<file path="config.mk">
export PLATFORM = sky130hd
export DESIGN_NAME = sdram_output_layer_flat
export DESIGN_NICKNAME = d
export VERILOG_FILES = /design/src/rtl/sdram_output_layer_if.sv /design/src/rtl/sdram_output_layer.sv /design/src/flat_wrapper.sv
export SDC_FILE = /design/constraint.sdc
export NUM_CORES = 2
export LEC_CHECK = 0
export CAP_MARGIN = 20
export CORE_MARGIN = 3
export CORE_UTILIZATION = 45
export CTS_BUF_LIST = sky130_fd_sc_hd__clkbuf_16
export CTS_CLUSTER_SIZE = 30
export DETAILED_ROUTE_END_ITERATION = 6
export HOLD_SLACK_MARGIN = 0.02
export MAX_ROUTING_LAYER = met4
export PLACE_DENSITY = 0.72
export REMOVE_ABC_BUFFERS = 1
export SYNTH_ARGS = -nofsm -noshare
export SYNTH_HDL_FRONTEND = slang
export SYNTH_SLANG_ARGS = --single-unit
</file>
<file path="constraint.sdc">
create_clock -name clk -period 24.5 [get_ports clk]
set_input_delay 4.9 -clock clk [delete_from_list [all_inputs] [get_ports clk]]
set_output_delay 4.9 -clock clk [all_outputs]
set_load 0.05 [all_outputs]
</file>
<file path="src/rtl/sdram_output_layer_if.sv">
// Avalon-MM 16-bit master bus between sdram_output_layer and the SDRAM slave.
//   read_n/write_n     : active-low strobes (master -> slave)
//   chipselect         : held at 1 by the master
//   byteenable         : always 2'b11
//   address            : 32-bit word address
//   writedata          : signed write word
//   waitrequest        : slave stall (slave -> master)
//   readdatavalid      : read return strobe
//   readdata           : signed read word
interface sdram_output_layer_if;
  logic               read_n;
  logic               write_n;
  logic               chipselect;
  logic [1:0]         byteenable;
  logic [31:0]        address;
  logic signed [15:0] writedata;
  logic               waitrequest;
  logic               readdatavalid;
  logic signed [15:0] readdata;

  modport master (
    output read_n, write_n, chipselect, byteenable, address, writedata,
    input  waitrequest, readdatavalid, readdata
  );

  modport slave (
    input  read_n, write_n, chipselect, byteenable, address, writedata,
    output waitrequest, readdatavalid, readdata
  );
endinterface

</file>
<file path="src/rtl/sdram_output_layer.sv">
// Output layer of the digit classifier. Reads back the binarized hidden-node
// sums and the class weight matrix over an Avalon-MM master, accumulates one
// score per class, selects the argmax and writes scores plus digit to SDRAM.
//   clk, reset : clock and asynchronous active-high reset
//   startSig   : level start request, sampled in IDLE
//   doneSig    : high while in DONE
//   bus        : Avalon-MM master port (see sdram_output_layer_if)
//   digit      : winning class, held until overwritten by the next run
//   s          : current state code
module sdram_output_layer #(
  parameter int unsigned HID_BASE = 158000,
  parameter int unsigned N_HID    = 200,
  parameter int unsigned W_BASE   = 158200,
  parameter int unsigned N_OUT    = 10,
  parameter int unsigned RES_ADDR = 160200
) (
  input  logic                 clk,
  input  logic                 reset,
  input  logic                 startSig,
  output logic                 doneSig,
  sdram_output_layer_if.master bus,
  output logic [3:0]           digit,
  output logic [3:0]           s
);

  localparam int unsigned N_RD = N_HID * (N_OUT + 1);
  localparam int unsigned RW   = $clog2(N_RD + 1);
  localparam int unsigned JW   = $clog2(N_HID);
  localparam int unsigned KW   = $clog2(N_OUT);
  localparam int unsigned WW   = $clog2(N_OUT + 1);

  typedef enum logic [3:0] {
    IDLE   = 4'd0,
    READ   = 4'd1,
    DRAIN  = 4'd2,
    ARGMAX = 4'd3,
    WRITE  = 4'd4,
    DONE   = 4'd5
  } state_t;

  state_t             state;
  logic [RW-1:0]      iss;        // issue index
  logic [RW-1:0]      ret;        // return index
  logic [JW-1:0]      j;          // column within current row of returns
  logic [KW-1:0]      k;          // class row of returns
  logic               wt_phase;   // returns past the hidden sums
  logic [N_HID-1:0]   act;
  logic signed [23:0] score [N_OUT];
  logic [KW-1:0]      ak;
  logic [KW-1:0]      best_idx;
  logic signed [23:0] best;
  logic [WW-1:0]      wi;

  logic [RW-1:0]      iss_nxt;
  logic [31:0]        rd_addr_nxt;
  logic [WW-1:0]      wi_nxt;
  logic signed [15:0] wr_data_nxt;
  logic signed [23:0] rd_ext;

  function automatic logic signed [15:0] sat16(input logic signed [23:0] v);
    if (v > 24'sd32767)
      return 16'sh7FFF;
    else if (v < -24'sd32768)
      return 16'sh8000;
    else
      return v[15:0];
  endfunction

  assign iss_nxt     = iss + 1'b1;
  assign rd_addr_nxt = (iss_nxt < RW'(N_HID)) ? 32'(HID_BASE) + 32'(iss_nxt)
                                              : 32'(W_BASE) + 32'(iss_nxt) - 32'(N_HID);
  assign wi_nxt      = wi + 1'b1;
  assign wr_data_nxt = (wi_nxt < WW'(N_OUT)) ? sat16(score[KW'(wi_nxt)]) : 16'(digit);
  assign rd_ext      = 24'(bus.readdata);

  assign bus.chipselect = 1'b1;
  assign bus.byteenable = 2'b11;
  assign s              = state;

  always_ff @(posedge clk or posedge reset) begin
    if (reset) begin
      state         <= IDLE;
      doneSig       <= 1'b0;
      bus.read_n    <= 1'b1;
      bus.write_n   <= 1'b1;
      bus.address   <= '0;
      bus.writedata <= '0;
      digit         <= '0;
      iss           <= '0;
      ret           <= '0;
      j             <= '0;
      k             <= '0;
      wt_phase      <= 1'b0;
      act           <= '0;
      ak            <= '0;
      best_idx      <= '0;
      best          <= '0;
      wi            <= '0;
      for (int unsigned m = 0; m < N_OUT; m++) score[m] <= '0;
    end else begin
      case (state)
        IDLE: begin
          if (startSig) begin
            iss         <= '0;
            ret         <= '0;
            j           <= '0;
            k           <= '0;
            wt_phase    <= 1'b0;
            act         <= '0;
            for (int unsigned m = 0; m < N_OUT; m++) score[m] <= '0;
            bus.read_n  <= 1'b0;
            bus.address <= 32'(HID_BASE);
            state       <= READ;
          end
        end

        READ: begin
          if (!bus.read_n && !bus.waitrequest) begin
            if (iss == RW'(N_RD - 1)) begin
              bus.read_n <= 1'b1;
              state      <= DRAIN;
            end else begin
              iss         <= iss_nxt;
              bus.address <= rd_addr_nxt;
            end
          end
        end

        DRAIN: begin
          // ret already includes every return accumulated up to this edge.
          if (ret == RW'(N_RD)) begin
            ak    <= '0;
            state <= ARGMAX;
          end
        end

        ARGMAX: begin
          // best holds the maximum of score[0..ak-1]; strict compare keeps
          // the lowest index on ties.
          if (ak == '0) begin
            best     <= score[0];
            best_idx <= '0;
          end else if (score[ak] > best) begin
            best     <= score[ak];
            best_idx <= ak;
          end
          if (ak == KW'(N_OUT - 1)) begin
            digit         <= (score[ak] > best) ? 4'(ak) : 4'(best_idx);
            wi            <= '0;
            bus.write_n   <= 1'b0;
            bus.address   <= 32'(RES_ADDR);
            bus.writedata <= sat16(score[0]);
            state         <= WRITE;
          end else begin
            ak <= ak + 1'b1;
          end
        end

        WRITE: begin
          if (!bus.write_n && !bus.waitrequest) begin
            if (wi == WW'(N_OUT)) begin
              bus.write_n <= 1'b1;
              doneSig     <= 1'b1;
              state       <= DONE;
            end else begin
              wi            <= wi_nxt;
              bus.address   <= 32'(RES_ADDR) + 32'(wi_nxt);
              bus.writedata <= wr_data_nxt;
            end
          end
        end

        DONE: begin
          if (!startSig) begin
            doneSig <= 1'b0;
            state   <= IDLE;
          end
        end

        default: state <= IDLE;
      endcase

      // Return path runs independently of issue; j/k walk the row-major
      // layout so no divide is needed.
      if ((state == READ || state == DRAIN) && bus.readdatavalid) begin
        if (!wt_phase)
          act[j] <= (bus.readdata > 16'sd0);
        else if (act[j])
          score[k] <= score[k] + rd_ext;
        ret <= ret + 1'b1;
        if (j == JW'(N_HID - 1)) begin
          j        <= '0;
          wt_phase <= 1'b1;
          if (wt_phase) k <= k + 1'b1;
        end else begin
          j <= j + 1'b1;
        end
      end
    end
  end

endmodule

</file>
<file path="src/flat_wrapper.sv">
// flat-port wrapper written by rule: the top's interface ports become plain ports
module sdram_output_layer_flat 
#(
  parameter int unsigned HID_BASE = 158000,
  parameter int unsigned N_HID    = 200,
  parameter int unsigned W_BASE   = 158200,
  parameter int unsigned N_OUT    = 10,
  parameter int unsigned RES_ADDR = 160200
)
  (clk, reset, startSig, doneSig, digit, s, bus_read_n, bus_write_n, bus_chipselect, bus_byteenable, bus_address, bus_writedata, bus_waitrequest, bus_readdatavalid, bus_readdata);
  sdram_output_layer_if bus_i ();
  input  logic clk;
  input  logic reset;
  input  logic startSig;
  output logic doneSig;
  output logic [3:0] digit;
  output logic [3:0] s;
  output wire logic [$bits(bus_i.read_n)-1:0] bus_read_n;
  output wire logic [$bits(bus_i.write_n)-1:0] bus_write_n;
  output wire logic [$bits(bus_i.chipselect)-1:0] bus_chipselect;
  output wire logic [$bits(bus_i.byteenable)-1:0] bus_byteenable;
  output wire logic [$bits(bus_i.address)-1:0] bus_address;
  output wire logic [$bits(bus_i.writedata)-1:0] bus_writedata;
  input wire logic [$bits(bus_i.waitrequest)-1:0] bus_waitrequest;
  input wire logic [$bits(bus_i.readdatavalid)-1:0] bus_readdatavalid;
  input wire logic [$bits(bus_i.readdata)-1:0] bus_readdata;
  assign bus_read_n = bus_i.read_n;
  assign bus_write_n = bus_i.write_n;
  assign bus_chipselect = bus_i.chipselect;
  assign bus_byteenable = bus_i.byteenable;
  assign bus_address = bus_i.address;
  assign bus_writedata = bus_i.writedata;
  assign bus_i.waitrequest = bus_waitrequest;
  assign bus_i.readdatavalid = bus_readdatavalid;
  assign bus_i.readdata = bus_readdata;
  sdram_output_layer #(.HID_BASE(HID_BASE), .N_HID(N_HID), .W_BASE(W_BASE), .N_OUT(N_OUT), .RES_ADDR(RES_ADDR)) u_core (.clk(clk), .reset(reset), .startSig(startSig), .doneSig(doneSig), .bus(bus_i), .digit(digit), .s(s));
endmodule
</file>
* Yosys cells after proc, flatten, opt, wreduce, memory -nomap -nowiden *
Cells that the tools add are included.
Widths: inputs -> output; s select.

operators by class
  multiply operators = 0
  bitwise gates (word level) = 3
  add/subtract/negate cells = 11
  order comparisons = 14
  equal/unequal tests = 21
  muxes and demuxes = 92
  div/mod/pow operators = 0
  reductions and logical operators = 30
  shift-type cells = 0

operators with widths
  operator                count
  $mux 240                5
  $mux 200                4
  $bmux 24 s4             3
  $bwmux 240              1
  $mux 32                 7
  $mux 24                 9
  $bwmux 200              1
  $mux 16                 8
  $pmux 32 s4             1
  $demux 24 s4            1
  $mux 4                  20
  $mux 12                 5
  $gt 24x16->1 const B    2
  $lt 24x16->1 const B    2
  $add 18x12->19 const A  2
  $mux 8                  4
  $pmux 16 s2             1
  $sub 32x8->32 const B   1
  $add 12x1->12 const B   2
  $add 24x16->24          1
  $eq 12x12->1 const B    2
  $gt 24x24->1            1
  $pmux 12 s2             1
  $pmux 4 s6              1
  34 further kinds        86

storage, ports and cells
  bits in latches = 0
  output and inout bits = 62
  RAM bits = 0
  input port bits = 21
  bits in read-only memories = 0
  memories = 0
  flip-flop bits (word level) = 572
  logic and storage cells = 198

* Logic depth before layout (Yosys ltp) *
  depth in word-level cells = 12
  mapped depth = 19
  mapped depth without buffers = 16

* Worst setup path before layout *
Ideal clock, no wire load.

  kind = input -> register
  start point = input port bus_readdata[0]
  end point = register u_core.score[166] in the netlist's numbering
  data required time = 24347 ps
  stages on the path = 12
  setup time = 153 ps
  arrival time = 7411 ps
  buffers on the path = 0
  path slack = 16936 ps
  cells stage by stage = ha_1 -> inv_1 -> fa_1 -> nor2b_1 -> o31a_1 -> o21ba_1 -> o41a_1 -> o211ai_1 -> o211ai_1 -> a21o_1 -> xnor2_1 -> mux2i_1

between the ends
  word-level cells in the longest chain between the ends = 5

RTL lines
  what                            RTL line                   text
  start: declaration              flat_wrapper.sv:26         input wire logic [$bits(bus_i.readdata)-1:0] bus_readdata;
  $add 24x16->24                  sdram_output_layer.sv:189  score[k] <= score[k] + rd_ext;
  $bwmux 240                      sdram_output_layer.sv:189
  $mux 240                        sdram_output_layer.sv:188  else if (act[j])
  $mux 240                        sdram_output_layer.sv:186  if (!wt_phase)
  $mux 240                        sdram_output_layer.sv:185  if ((state == READ || state == DRAIN) && bus.readdatavalid) begin
  end signal: indexed assignment  sdram_output_layer.sv:189
  end: declaration                sdram_output_layer.sv:48   logic signed [23:0] score [N_OUT];

Every way passes these cells.
A chain may end at the register's enable or synchronous reset.

==> reports/results.ini <==
[final_layout]
area_growth_pct=8.88
multi_input_area_um2=18400
drive_gt1_share_pct=15.3
nets=3209
ff_latch_area_um2=13900
diodes=0
fill_cells=6538

[route]
drc=0
drt_wl_total_um=96800
met3_length_um=7160
wire_per_inst_um=23.4
wl_met1_um=38800
dr.pass1.iters=6
dr_wl_met2_um=46300
drtIter0Drc=3000
via_count=26501
via_per_inst=6.42
antenna_left=0
maxUsedRoutingLayer=met4

[worst_setup_path]
slowest_delay_ps=890
crit_top_cell=buf_4
cp.required_ps=25030
slowest_stage=buf_4
crit_chain=clkdlybuf4s50_1 -> o21ai_1 -> nand3_1 -> or3_1 -> or3_4 -> buf_4 -> buf_4 -> nand2_1 -> mux2i_1
worstPathArrival_ps=8890
cp_max_fo=102
end_kind=register
critPathLaunchType=primary input
critPathKind=primary input to register

[timing]
tightest_slew_ps=1150
fin_tns_setup_ps=0
slew_violations=0
fin_crit_sh_pct=34.1
fin_crit_ps=8350
clock_skew_ps=49.3
relSlewSlack_pct=22.9
finalHoldViolCount=0
postLayoutSetupSlackWorst_ps=16150
setup_viol=0
rsz0062_at_grt=false
fmax_ghz=0.120

[synth]
synth.area.top_cells=dfrtp_1 (41%), mux4_2 (13%), mux2i_1 (8.8%)
synth_edf_count=0
yosysSeqAreaShare_pct=41.1
yosysTopAreaCell=dfrtp_1
synth_cells=3213
ys_async_sr_fraction_pct=100
syn-cell-area_um2=33700
ys_warn_count=0
synthFlopType=dfrtp_1
synth_seq_cells=554
synth_cell_type_count=71
syn_area_per_cell_um2=10.5
synth_top_cell_area_share_pct=40.9

[placed_design]
dp_slack_ps=15560
gp_congestion=0.896
io_buffer_count=62
dp_hpwl_um=58700

[global_routing]
globalRouteTotalUtil_pct=25.2
grt_max_degree=147
grt_pass1_vias=26001
gr-total-overflow=0
grt_pass1_wl_um=153000
antenna_found_initial=0

[die]
std_cell_rows=99
coreArea_um2=73600
start_util_pct=45.8
die_area_um2=78300
ioPinCount=83
die_h_um=280
dieWidth_um=280

[clock_network]
cts_tree=done
clkLatencyLatePin_ps=660
cts-buffers-inserted=59
post-cts-setup-buffers=0
clkTransAtPathRegs_ps=60
post_cts_resized=0
cts_buffer_depth=3
ctsHtreeMaxLevel=2
root_buffer=clkbuf_16
cts.sinks=554
holdBufCountCts=0

[pwr]
leakagePower_nw=15.7
peakVddDrop_mv=0.0636
powerDensity_nw_per_um2=55.0

[run]
maxCapViolations=0

[worst_hold_path]
hold_path.class=register to register

[run_status]
status=completed

-- placed cells by master, fill, tap and decap left out, types with 62 or more instances in the layout --
cell / count
mux4_2: 202
o211ai_1: 95
ha_1: 65
nor2_1: 130
mux2i_1: 297
clkdlybuf4s50_1: 62
dfrtp_1: 543
o31ai_1: 101
o21ai_1: 150
nand2_1: 505
nand3_1: 152
-- area by class of cell --
cell class                      instances  area share (%)
Multi-Input combinational cell       2329            50.2
Inverter                               55           0.582
Timing Repair Buffer                  122            3.04
Clock buffer                           59            4.02
Tap cell                              959            3.27
Clock inverter                         53            1.07
Sequential cell                       554            37.8
-- synthesized netlist by cell type (5+ instances only) --
cell type and instances:
o211ai_1 95, xor2_1 21, o21ai_1 152, buf_2 12
nor2_1 132, o221a_2 24, a211oi_1 6, a21oi_1 54
a31o_2 23, mux4_2 202, nand4_1 18, nor3_1 36
o21a_1 12, nor2b_1 9, a211o_1 19, a22o_1 5
nand2b_1 44, or3_1 9, and3_1 5, inv_1 50
o22ai_1 20, and2_1 7, mux2_2 53, ha_1 66
nand3_1 152, xnor2_1 30, a31oi_1 11, a22oi_1 49
mux2i_1 297, o21ai_0 57, o22a_1 10, clkbuf_1 202
a21o_1 18, buf_4 31, buf_1 28, nor4_1 10
dfrtp_1 552, nand2_1 505, buf_6 20, o41ai_1 7
o31ai_1 101
-- worst paths after layout --
kind                            startpoint           endpoint  slack (ps)  cells past startpoint
min in group asynchronous            reset    u_core.act[196]        4830                      2
min reg2reg                 u_core.ret[11]     u_core.ret[11]         470                      1
max reg2reg                    u_core.k[1]  u_core.score[191]       18730                     14
max                        bus_waitrequest  u_core.score[126]       16150                      9
min                         u_core.ret[11]     u_core.ret[11]         470                      1
max in group asynchronous            reset       u_core.ak[0]       18020                      3
-- registers in the layout (all words and copies together), names as in the netlist --
name and cells:
u_core.best_idx 4, u_core.wt_phase 1, u_core.score 240, u_core.ak 4
u_core.ret 12, u_core.wi 4, u_core.doneSig 1, u_core.bus.read_n 1
u_core.act 200, u_core.bus.writedata 16, u_core.bus.address 15, u_core.j 8
u_core.digit 4, u_core.s 3, u_core.best 24, u_core.bus.write_n 1
u_core.iss 12, u_core.k 4
-- kinds of logic after synthesis --
kind of cell / count (synthesis) / share of synthesized area [%]
and+or+nand+nor: 953 / 12.5
buffers and inverters: 348 / 4.71
xor gates and xnor gates: 51 / 1.32
DFF: 554 / 41.1
adders and majority gates: 67 / 2.51
muxes: 552 / 24.1
AOI/OAI and AO/OA: 686 / 13.8
other: 2 / 0.0223
-- metal layers --
metal,up-vias,global-route usage [%]
li1,11736,-
met1,13233,32.3
met2,1191,40.1
met3,341,4.02
met4,0,10.9
met5,-,-
-- critical path, delay by kind of cell --
family                 cells  cell delay [ps]
multiplexers               1              180
AND/OR/NAND/NOR            4             1190
buffers and inverters      3             2330
AO/OA/AOI/OAI              1              200
-- power breakdown --
group          internal [mW]  switching, mW  total [mW]
clock                  0.491          0.393       0.884
combinational         0.0612          0.126       0.187
sequential             0.932         0.0194       0.951
total                   1.48          0.539        2.02
-- stage by stage --
step           hold slack (ps)  power [mW]  instances  utilization (%)  instance area (um2)
6_report                   472        2.02       4131             49.9                36700
5_1_grt                    486        2.09       4131             49.9                36700
3_3_place_gp               457        1.15       4015             47.3                34800
3_5_place_dp               456        1.15       4016             47.3                34800
4_1_cts                    475        2.03       4128             49.9                36700
2_1_floorplan              437        1.09       2938                -                32400
(Power assumes the default switching activity.)
